## config.mk

```make
export PLATFORM = sky130hd
export DESIGN_NAME = postulate_sweep_ctrl
export DESIGN_NICKNAME = d
export VERILOG_FILES = /design/src/rtl/postulate_sweep_ctrl.sv
export SDC_FILE = /design/constraint.sdc
export NUM_CORES = 1
export LEC_CHECK = 0
export ABC_AREA = 1
export BUFFER_PORTS_ARGS = -buffer_cell sky130_fd_sc_hd__buf_2
export CAP_MARGIN = 20
export CORE_MARGIN = 2
export CORE_UTILIZATION = 45
export CTS_BUF_LIST = sky130_fd_sc_hd__clkbuf_4 sky130_fd_sc_hd__clkbuf_8
export CTS_CLUSTER_DIAMETER = 40
export CTS_CLUSTER_SIZE = 40
export DETAILED_ROUTE_END_ITERATION = 7
export PLACE_DENSITY = 0.74
export RECOVER_POWER = 100
export SYNTH_ARGS = -nofsm -noshare
export SYNTH_HDL_FRONTEND = slang
export SYNTH_SLANG_ARGS = --single-unit
```

## constraint.sdc

```tcl
create_clock -name i_clk -period 1.5 [get_ports i_clk]
set_input_delay 0.075 -clock i_clk [delete_from_list [all_inputs] [get_ports i_clk]]
set_output_delay 0.075 -clock i_clk [all_outputs]
set_load 0.02 [all_outputs]
```

## src/rtl/postulate_sweep_ctrl.sv

```systemverilog
// Sweep controller for the boolean-postulate block: walks xyz 000..111,
// checks each output pair (2k,2k+1) for equality, reports sticky results.
// Ports: i_clk/i_rst (sync, active-high), i_start, i_abort, i_dut_out;
// o_x/o_y/o_z drive the block, o_busy/o_done/o_aborted status,
// o_pass/o_fail_vec/o_first_fail/o_first_valid results.
module postulate_sweep_ctrl #(
  parameter int N_OUT  = 27,
  parameter int SETTLE = 2
) (
  input  logic               i_clk,
  input  logic               i_rst,
  input  logic               i_start,
  input  logic               i_abort,
  input  logic [N_OUT-1:0]   i_dut_out,
  output logic               o_x,
  output logic               o_y,
  output logic               o_z,
  output logic               o_busy,
  output logic               o_done,
  output logic               o_aborted,
  output logic               o_pass,
  output logic [N_OUT/2-1:0] o_fail_vec,
  output logic [2:0]         o_first_fail,
  output logic               o_first_valid
);

  localparam int N_PAIRS = N_OUT / 2;
  localparam logic [3:0] SLOAD = 4'(SETTLE - 1);

  typedef enum logic [1:0] {
    S_IDLE,
    S_SETTLE,
    S_SAMPLE,
    S_DONE
  } state_t;

  state_t             state, state_n;
  logic [2:0]         comb, comb_n;
  logic [3:0]         scnt, scnt_n;
  logic [2:0]         xyz, xyz_n;
  logic [N_PAIRS-1:0] fail, fail_n;
  logic [2:0]         first, first_n;
  logic               firstv, firstv_n;
  logic               pass, pass_n;
  logic               abt, abt_n;
  logic [N_PAIRS-1:0] mm;

  // An odd trailing output bit has no partner and is never checked.
  logic unused_dut;
  assign unused_dut = ^i_dut_out;

  always_comb begin
    mm = '0;
    for (int k = 0; k < N_PAIRS; k++) begin
      mm[k] = i_dut_out[2*k] ^ i_dut_out[2*k+1];
    end
  end

  always_comb begin
    state_n  = state;
    comb_n   = comb;
    scnt_n   = scnt;
    xyz_n    = xyz;
    fail_n   = fail;
    first_n  = first;
    firstv_n = firstv;
    pass_n   = pass;
    abt_n    = 1'b0;
    unique case (state)
      S_IDLE: begin
        if (i_start) begin
          fail_n   = '0;
          first_n  = '0;
          firstv_n = 1'b0;
          pass_n   = 1'b0;
          comb_n   = '0;
          xyz_n    = '0;
          scnt_n   = SLOAD;
          state_n  = S_SETTLE;
        end
      end
      S_SETTLE: begin
        if (i_abort) begin
          abt_n   = 1'b1;
          xyz_n   = '0;
          state_n = S_IDLE;
        end else if (scnt == '0) begin
          state_n = S_SAMPLE;
        end else begin
          scnt_n = scnt - 4'd1;
        end
      end
      S_SAMPLE: begin
        if (i_abort) begin
          abt_n   = 1'b1;
          xyz_n   = '0;
          state_n = S_IDLE;
        end else begin
          fail_n = fail | mm;
          if ((|mm) && !firstv) begin
            first_n  = comb;
            firstv_n = 1'b1;
          end
          if (comb == 3'd7) begin
            // Pass must already be valid in the DONE cycle.
            pass_n  = ~|(fail | mm);
            xyz_n   = '0;
            state_n = S_DONE;
          end else begin
            comb_n  = comb + 3'd1;
            xyz_n   = comb + 3'd1;
            scnt_n  = SLOAD;
            state_n = S_SETTLE;
          end
        end
      end
      S_DONE: begin
        xyz_n   = '0;
        state_n = S_IDLE;
      end
      default: state_n = S_IDLE;
    endcase
  end

  always_ff @(posedge i_clk) begin
    if (i_rst) begin
      state  <= S_IDLE;
      comb   <= '0;
      scnt   <= '0;
      xyz    <= '0;
      fail   <= '0;
      first  <= '0;
      firstv <= 1'b0;
      pass   <= 1'b0;
      abt    <= 1'b0;
    end else begin
      state  <= state_n;
      comb   <= comb_n;
      scnt   <= scnt_n;
      xyz    <= xyz_n;
      fail   <= fail_n;
      first  <= first_n;
      firstv <= firstv_n;
      pass   <= pass_n;
      abt    <= abt_n;
    end
  end

  assign {o_x, o_y, o_z} = xyz;
  assign o_busy          = (state == S_SETTLE) || (state == S_SAMPLE);
  assign o_done          = (state == S_DONE);
  assign o_aborted       = abt;
  assign o_pass          = pass;
  assign o_fail_vec      = fail;
  assign o_first_fail    = first;
  assign o_first_valid   = firstv;

endmodule

```

==> results.ini, run 1 <==
[outcome]
outcome = finished, violations left
violations = setup timing

[placement]
post_dp_cell_area_sq_mm = 0.00224
dp_hpwl_mm = 3.24
routabilityCongestion = 0.856
io_buffers = 53

[floorplan]
core_area_sq_mm = 0.00394
initial_core_util = 0.458
fp.dieW_um = 67.3
row_count = 23
die_h_um = 67.3
num_io_pins = 55
die_area_sq_mm = 0.00453

[routing]
vias = 1809
firstDrtPassIters = 4
drc = 0
wirelength_mm = 4.16
drt-wirelength-per-cell_um = 11.1
antenna_left = 0
via_per_inst = 4.82
drt_iter0_markers = 70

[synthesis]
syn_inst = 249
syn-num-nets = 289
synth_area_per_cell_sq_um = 7.25
yosys_warnings = 0
ys_types = 32
synth_seq_cells = 31
seq_area_frac_synth = 0.344
syn_area_sq_mm = 0.00181

[cells_and_area]
final_nets = 366
drive_gt1_frac = 0.298
final_area_sq_mm = 0.00237
postLayoutCoreUtil = 0.602
area_growth_pct = 31.5
antenna_cells = 0

[pwr]
p_per_area_mw_per_mm2 = 915
leakagePower_nw = 1.09
ir_drop_mv = 0.549

[min_path]
hold_depth = 3
hold_path_class = input port to flip-flop
hold_start = i_abort

[timing]
clock-skew-final_ps = 3.52
tightestPinTransition_ps = 287
slew_headroom = 0.810
drv_slew = 0
whs_ps = 71.5
finalSetupViolCount = 3
min_period_ps = 1550
fmax_ghz = 0.645
period_share = 1.03
grt_setup_unrepaired = yes
setup_ws_ps = -49.7
hold_viol = 0

[setup_path]
critical_path.max_fanout = 4
cp.depth = 9
worst_path_max_delay_cell = dfxtp_2
critPathLaunchType = flip-flop
crit_buf_inv = 0
path_class = flip-flop to flip-flop
r2r_cells = 9
arrival_ps = 1740
max_stage_delay_ps = 340
cp_top_family = simple AND/OR/NAND/NOR gates
end_kind = flip-flop
worstPathCellList = ha_4 -> ha_4 -> nor2_4 -> o21ai_4 -> nor2_4 -> nand2_4 -> nand2_4 -> nor2_2 -> a311oi_1
crit_required_ps = 1690
rr_startpoint = comb[1]
crit_path_start = comb[1]

[cts]
clk_pin_slew_ps = 60
cts_root_buf = clkbuf_8
clock_path_buffers = 2
cts_tree = done
cts_made_buffers = 5
clock_latency_ps = 280
htreeDepth = 2
cts_num_sinks = 31

[job]
cap_violations = 0

[global_routing]
grt_use_total = 0.194
grt_pass1_wl_mm = 6.70
antenna_found_initial = 0
grt-ovfl-total = 0
grt_pass1_vias = 1695
grt_max_degree = 19

-- worst paths after layout --
path,to,slack (ps)
setup reg to reg,scnt[1],-50
setup / recovery,scnt[1],-50
hold reg to reg,o_first_fail[0],470
hold / removal,o_aborted,70
-- registers in the layout, summed over array words and instances, names as in the netlist --
name / count
scnt: 4
o_aborted: 1
comb: 3
o_first_fail: 3
o_first_valid: 1
o_fail_vec: 13
o_pass: 1
state: 2
xyz: 3
-- timing repair --
action / CTS / global route
pin swaps: 4 / 0
cloned: 0 / 0
gates resized for setup: 12 / 0
hold buffers: 0 / 0
buffers inserted: 4 / 1
setup endpoints to repair: 3 / 27
-- logic make-up after synthesis --
logic type,count (synthesis),share of synthesized area
flip-flops,31,0.344
adder cells (fa/ha/maj),9,0.0624
AO/OA/AOI/OAI,48,0.152
XOR/XNOR,7,0.0381
buffers and inverters,44,0.104
AND/OR/NAND/NOR,110,0.300
-- worst register-to-register path, cell delays in order, from the launching register on --
cell and delay, ps:
dfxtp_2 340, ha_4 160, ha_4 160, nor2_4 130, o21ai_4 80, nor2_4 150
nand2_4 80, nand2_4 80, nor2_2 40, a311oi_1 250
-- layout by cell type, fill, tap and decap left out, drive strengths merged --
| cell type | synthesis | final |
|---|---|---|
| a211oi | 1 | 1 |
| a21oi | 37 | 37 |
| a311oi | 1 | 1 |
| a31oi | 1 | 1 |
| buf | 4 | 52 |
| clkbuf | 2 | 30 |
| dfxtp | 31 | 31 |
| ha | 9 | 9 |
| inv | 38 | 38 |
| nand2 | 57 | 57 |
| nand3 | 8 | 8 |
| nand3b | 1 | 1 |
| nand4 | 7 | 7 |
| nor2 | 20 | 20 |
| nor3 | 15 | 15 |
| nor3b | 1 | 1 |
| o21ai | 8 | 8 |
| or2 | 1 | 1 |
| xnor2 | 5 | 5 |
| xor2 | 2 | 2 |
-- final cells by class --
type / count / area [sq um]
fillers: 374 / 1570
multi-input cells: 174 / 1050
flip-flops and latches: 31 / 626
repair buffers: 76 / 419
inverters: 38 / 143
clock buffers: 6 / 76.3
well taps: 50 / 62.6
-- per-stage QoR --
stage / setup WS (ps) / setup TNS (ps) / cells / total power, mW
2_1_floorplan: 4.64 / 0 / 249 / 1.32
3_3_place_gp: -17.4 / -17.4 / 364 / 1.51
3_5_place_dp: -74.9 / -123 / 364 / 1.53
4_1_cts: -33.8 / -33.8 / 374 / 2.19
5_1_grt: -111 / -1420 / 375 / 2.30
6_report: -49.7 / -89.2 / 375 / 2.17
-- cell usage after synthesis (all sizes together) --
| master | number | area share |
|---|---|---|
| a211oi | 1 | 0.0042 |
| nor2 | 20 | 0.060 |
| nand4 | 7 | 0.024 |
| xnor2 | 5 | 0.028 |
| dfxtp | 31 | 0.34 |
| a311oi | 1 | 0.0049 |
| inv | 38 | 0.079 |
| nor3 | 15 | 0.044 |
| xor2 | 2 | 0.0097 |
| nand3 | 8 | 0.025 |
| a31oi | 1 | 0.0035 |
| nand3b | 1 | 0.0042 |
| clkbuf | 2 | 0.0042 |
| nor3b | 1 | 0.0069 |
| nand2 | 57 | 0.13 |
| a21oi | 37 | 0.11 |
| o21ai | 8 | 0.028 |
| or2 | 1 | 0.0035 |
| buf | 4 | 0.021 |
| ha | 9 | 0.062 |
-- routing by layer --
| layer | up-vias | routed length, um | global-route usage |
|---|---|---|---|
| li1 | 960 | - | - |
| met1 | 806 | 1890 | 0.218 |
| met2 | 38 | 2030 | 0.355 |
| met3 | 5 | 197 | 0.0450 |
| met4 | 0 | 46 | 0.0689 |
| met5 | - | 0 | 0 |
-- power by group --
part	switching (mW)	internal (mW)	total (mW)	leakage, nW
sequential	0.0256	0.865	0.891	0.253
combinational	0.383	0.291	0.674	0.792
clock	0.280	0.326	0.606	0.0406
Power figures use the tool's default switching activity.
==> run 2: changes to the inputs <==
PLACE_DENSITY = 0.71   (was 0.74)
clock period = 1.8 ns   (was 1.5 ns; I/O delays follow)
==> run 2 against run 1 <==
Compared with the run above: global-route usage grew 0.91 points; design area shrank 4.4%; sequential share of layout area grew 1.0 points; final cell count shrank 3.5%; first-iteration DRC count grew 46%; clock skew is essentially flat; the run now ends clean; die area is the same; combinational power shrank 24%; count of clock-buffer cells in the layout is the same; critical path type unchanged; non-clock buffer count shrank 15; largest power group unchanged.
==> results.ini, run 2 (synthesized netlist as in run 1, its figures left out) <==
[outcome]
outcome = finished, final reports clean  ; was finished, violations left

[setup_path]
r2r_cells = 10  ; was 9
end_kind = flip-flop  ; unchanged
critical_path.max_fanout = 4  ; unchanged
path_class = flip-flop to flip-flop  ; unchanged
arrival_ps = 1920  ; was 1740 ps
crit_required_ps = 1990  ; was 1690 ps
reg2reg_slack_ps = 70  ; was -50 ps
critPathLaunchType = flip-flop  ; unchanged

[cells_and_area]
final_nets = 351  ; was 366
antenna_cells = 0  ; unchanged
largest_register_ffs = 13  ; unchanged
drive_gt1_frac = 0.244  ; was 0.298
area_growth_pct = 25.6  ; was 31.5%
final_cell_mix = nand2_1, inv_1, a21oi_1, dfxtp_1, buf_2  ; was nand2_1, inv_1, a21oi_1, buf_2, dfxtp_1
final_common_cell = nand2_1  ; unchanged

[cts]
clock_path_buffers = 2  ; unchanged
cts_made_buffers = 5  ; unchanged
htreeDepth = 2  ; unchanged
cts_tree = done  ; unchanged
cts_num_sinks = 31  ; unchanged
clock_latency_ps = 290  ; was 280 ps
clk_pin_slew_ps = 70  ; was 60 ps
cts_root_buf = clkbuf_8  ; unchanged

[routing]
drt-wirelength-per-cell_um = 11.8  ; was 11.1 um
highest_layer = met4  ; unchanged
drc = 0  ; unchanged
antenna_left = 0  ; unchanged
wl_met3_um = 275  ; was 197 um
met1Wirelength_mm = 1.82  ; was 1.89 mm
wirelength_mm = 4.26  ; was 4.16 mm
via_per_inst = 4.94  ; was 4.82
routed-wl-met2_mm = 2.07  ; was 2.03 mm
drt_iter0_markers = 102  ; was 70
vias = 1789  ; was 1,809
firstDrtPassIters = 5  ; was 4

[floorplan]
core_area_sq_mm = 0.00394  ; unchanged
row_count = 23  ; unchanged
die_area_sq_mm = 0.00453  ; unchanged
num_io_pins = 55  ; unchanged
fp.dieW_um = 67.3  ; unchanged
die_h_um = 67.3  ; unchanged
initial_core_util = 0.458  ; unchanged

[pwr]
p_total_mw = 1.97  ; was 2.17 mW
ir_drop_mv = 0.390  ; was 0.549 mV
p_per_area_mw_per_mm2 = 869  ; was 915 mW/mm^2
leakagePower_nw = 1.03  ; was 1.09 nW

[global_routing]
grt-ovfl-total = 0  ; unchanged
antenna_found_initial = 0  ; unchanged
grt_pass1_wl_mm = 6.85  ; was 6.70 mm
grt_use_total = 0.203  ; was 0.194
grt_max_degree = 26  ; was 19
grt_pass1_vias = 1639  ; was 1,695

[job]
cap_violations = 0  ; unchanged

[placement]
io_buffers = 53  ; unchanged
routabilityCongestion = 0.793  ; was 0.856
dp_hpwl_mm = 3.16  ; was 3.24 mm

[min_path]
hold_path_class = input port to flip-flop  ; unchanged
hold_depth = 3  ; unchanged

[timing]
slew_headroom = 0.798  ; was 0.810
finalSetupViolCount = 0  ; was 3
fmax_ghz = 0.577  ; was 0.645 GHz
tightestPinTransition_ps = 303  ; was 287 ps
whs_ps = 86.5  ; was 71.5 ps
min_period_ps = 1730  ; was 1550 ps
clock-skew-final_ps = 3.71  ; was 3.52 ps
drv_slew = 0  ; unchanged
period_share = 0.962  ; was 1.03
hold_viol = 0  ; unchanged

run 2: where the power goes:
| group | internal (mW) | switching [mW] |
|---|---|---|
| combinational | 0.202 | 0.307 |
| clock | 0.447 | 0.274 |
| sequential | 0.718 | 0.0227 |
| total | 1.37 | 0.604 |
run 2: area by class of cell:
type | instances | area, sq um
clock inverters | 2 | 35.0
flip-flops and latches | 31 | 621
clock buffers | 6 | 82.6
repair buffers | 61 | 308
inverters | 38 | 143
fillers | 389 | 1670
well taps | 50 | 62.6
multi-input cells | 174 | 1020
run 2: metrics by stage:
| stage | cells | utilization | instance area [sq um] | TNS, ps | setup WS [ps] |
|---|---|---|---|---|---|
| after floorplan | 249 | - | 1810 | 0 | 277 |
| after global placement | 350 | 0.537 | 2120 | 0 | 61.3 |
| after detailed placement | 350 | 0.537 | 2120 | -33.4 | -27.9 |
| after CTS | 358 | 0.570 | 2250 | 0 | 58.7 |
| after global routing | 362 | 0.575 | 2270 | -38.2 | -38.2 |
| final | 362 | 0.575 | 2270 | 0 | 68.4 |
run 2: final timing paths:
check,end,startpoint
hold / removal,o_aborted,i_abort
setup reg to reg,scnt[3],comb[0]
hold reg to reg,o_first_fail[0],o_first_fail[0]
setup / recovery,scnt[3],comb[0]
run 2: critical path: stages, from the launching register on:
cell and delay [ps]:
dfxtp_1 340, ha_1 210, ha_1 260, nor2_4 130
o21ai_2 100, nor2_4 160, nand2_1 100, nand2_2 100
nand2_2 60, nor2_1 120, nor3b_2 50
run 2: routing by layer:
metal	vias to the layer above	GRT usage
met5	-	0
met3	10	0.0550
li1	938	-
met1	786	0.232
met4	0	0.0918
met2	55	0.351
run 2: timing repair:
action | in CTS | in global routing
gates resized for setup | 2 | 3
hold buffers | 0 | 0
pin swaps | 0 | 1
setup buffers | 0 | 4
endpoints found under the setup margin | 4 | 7
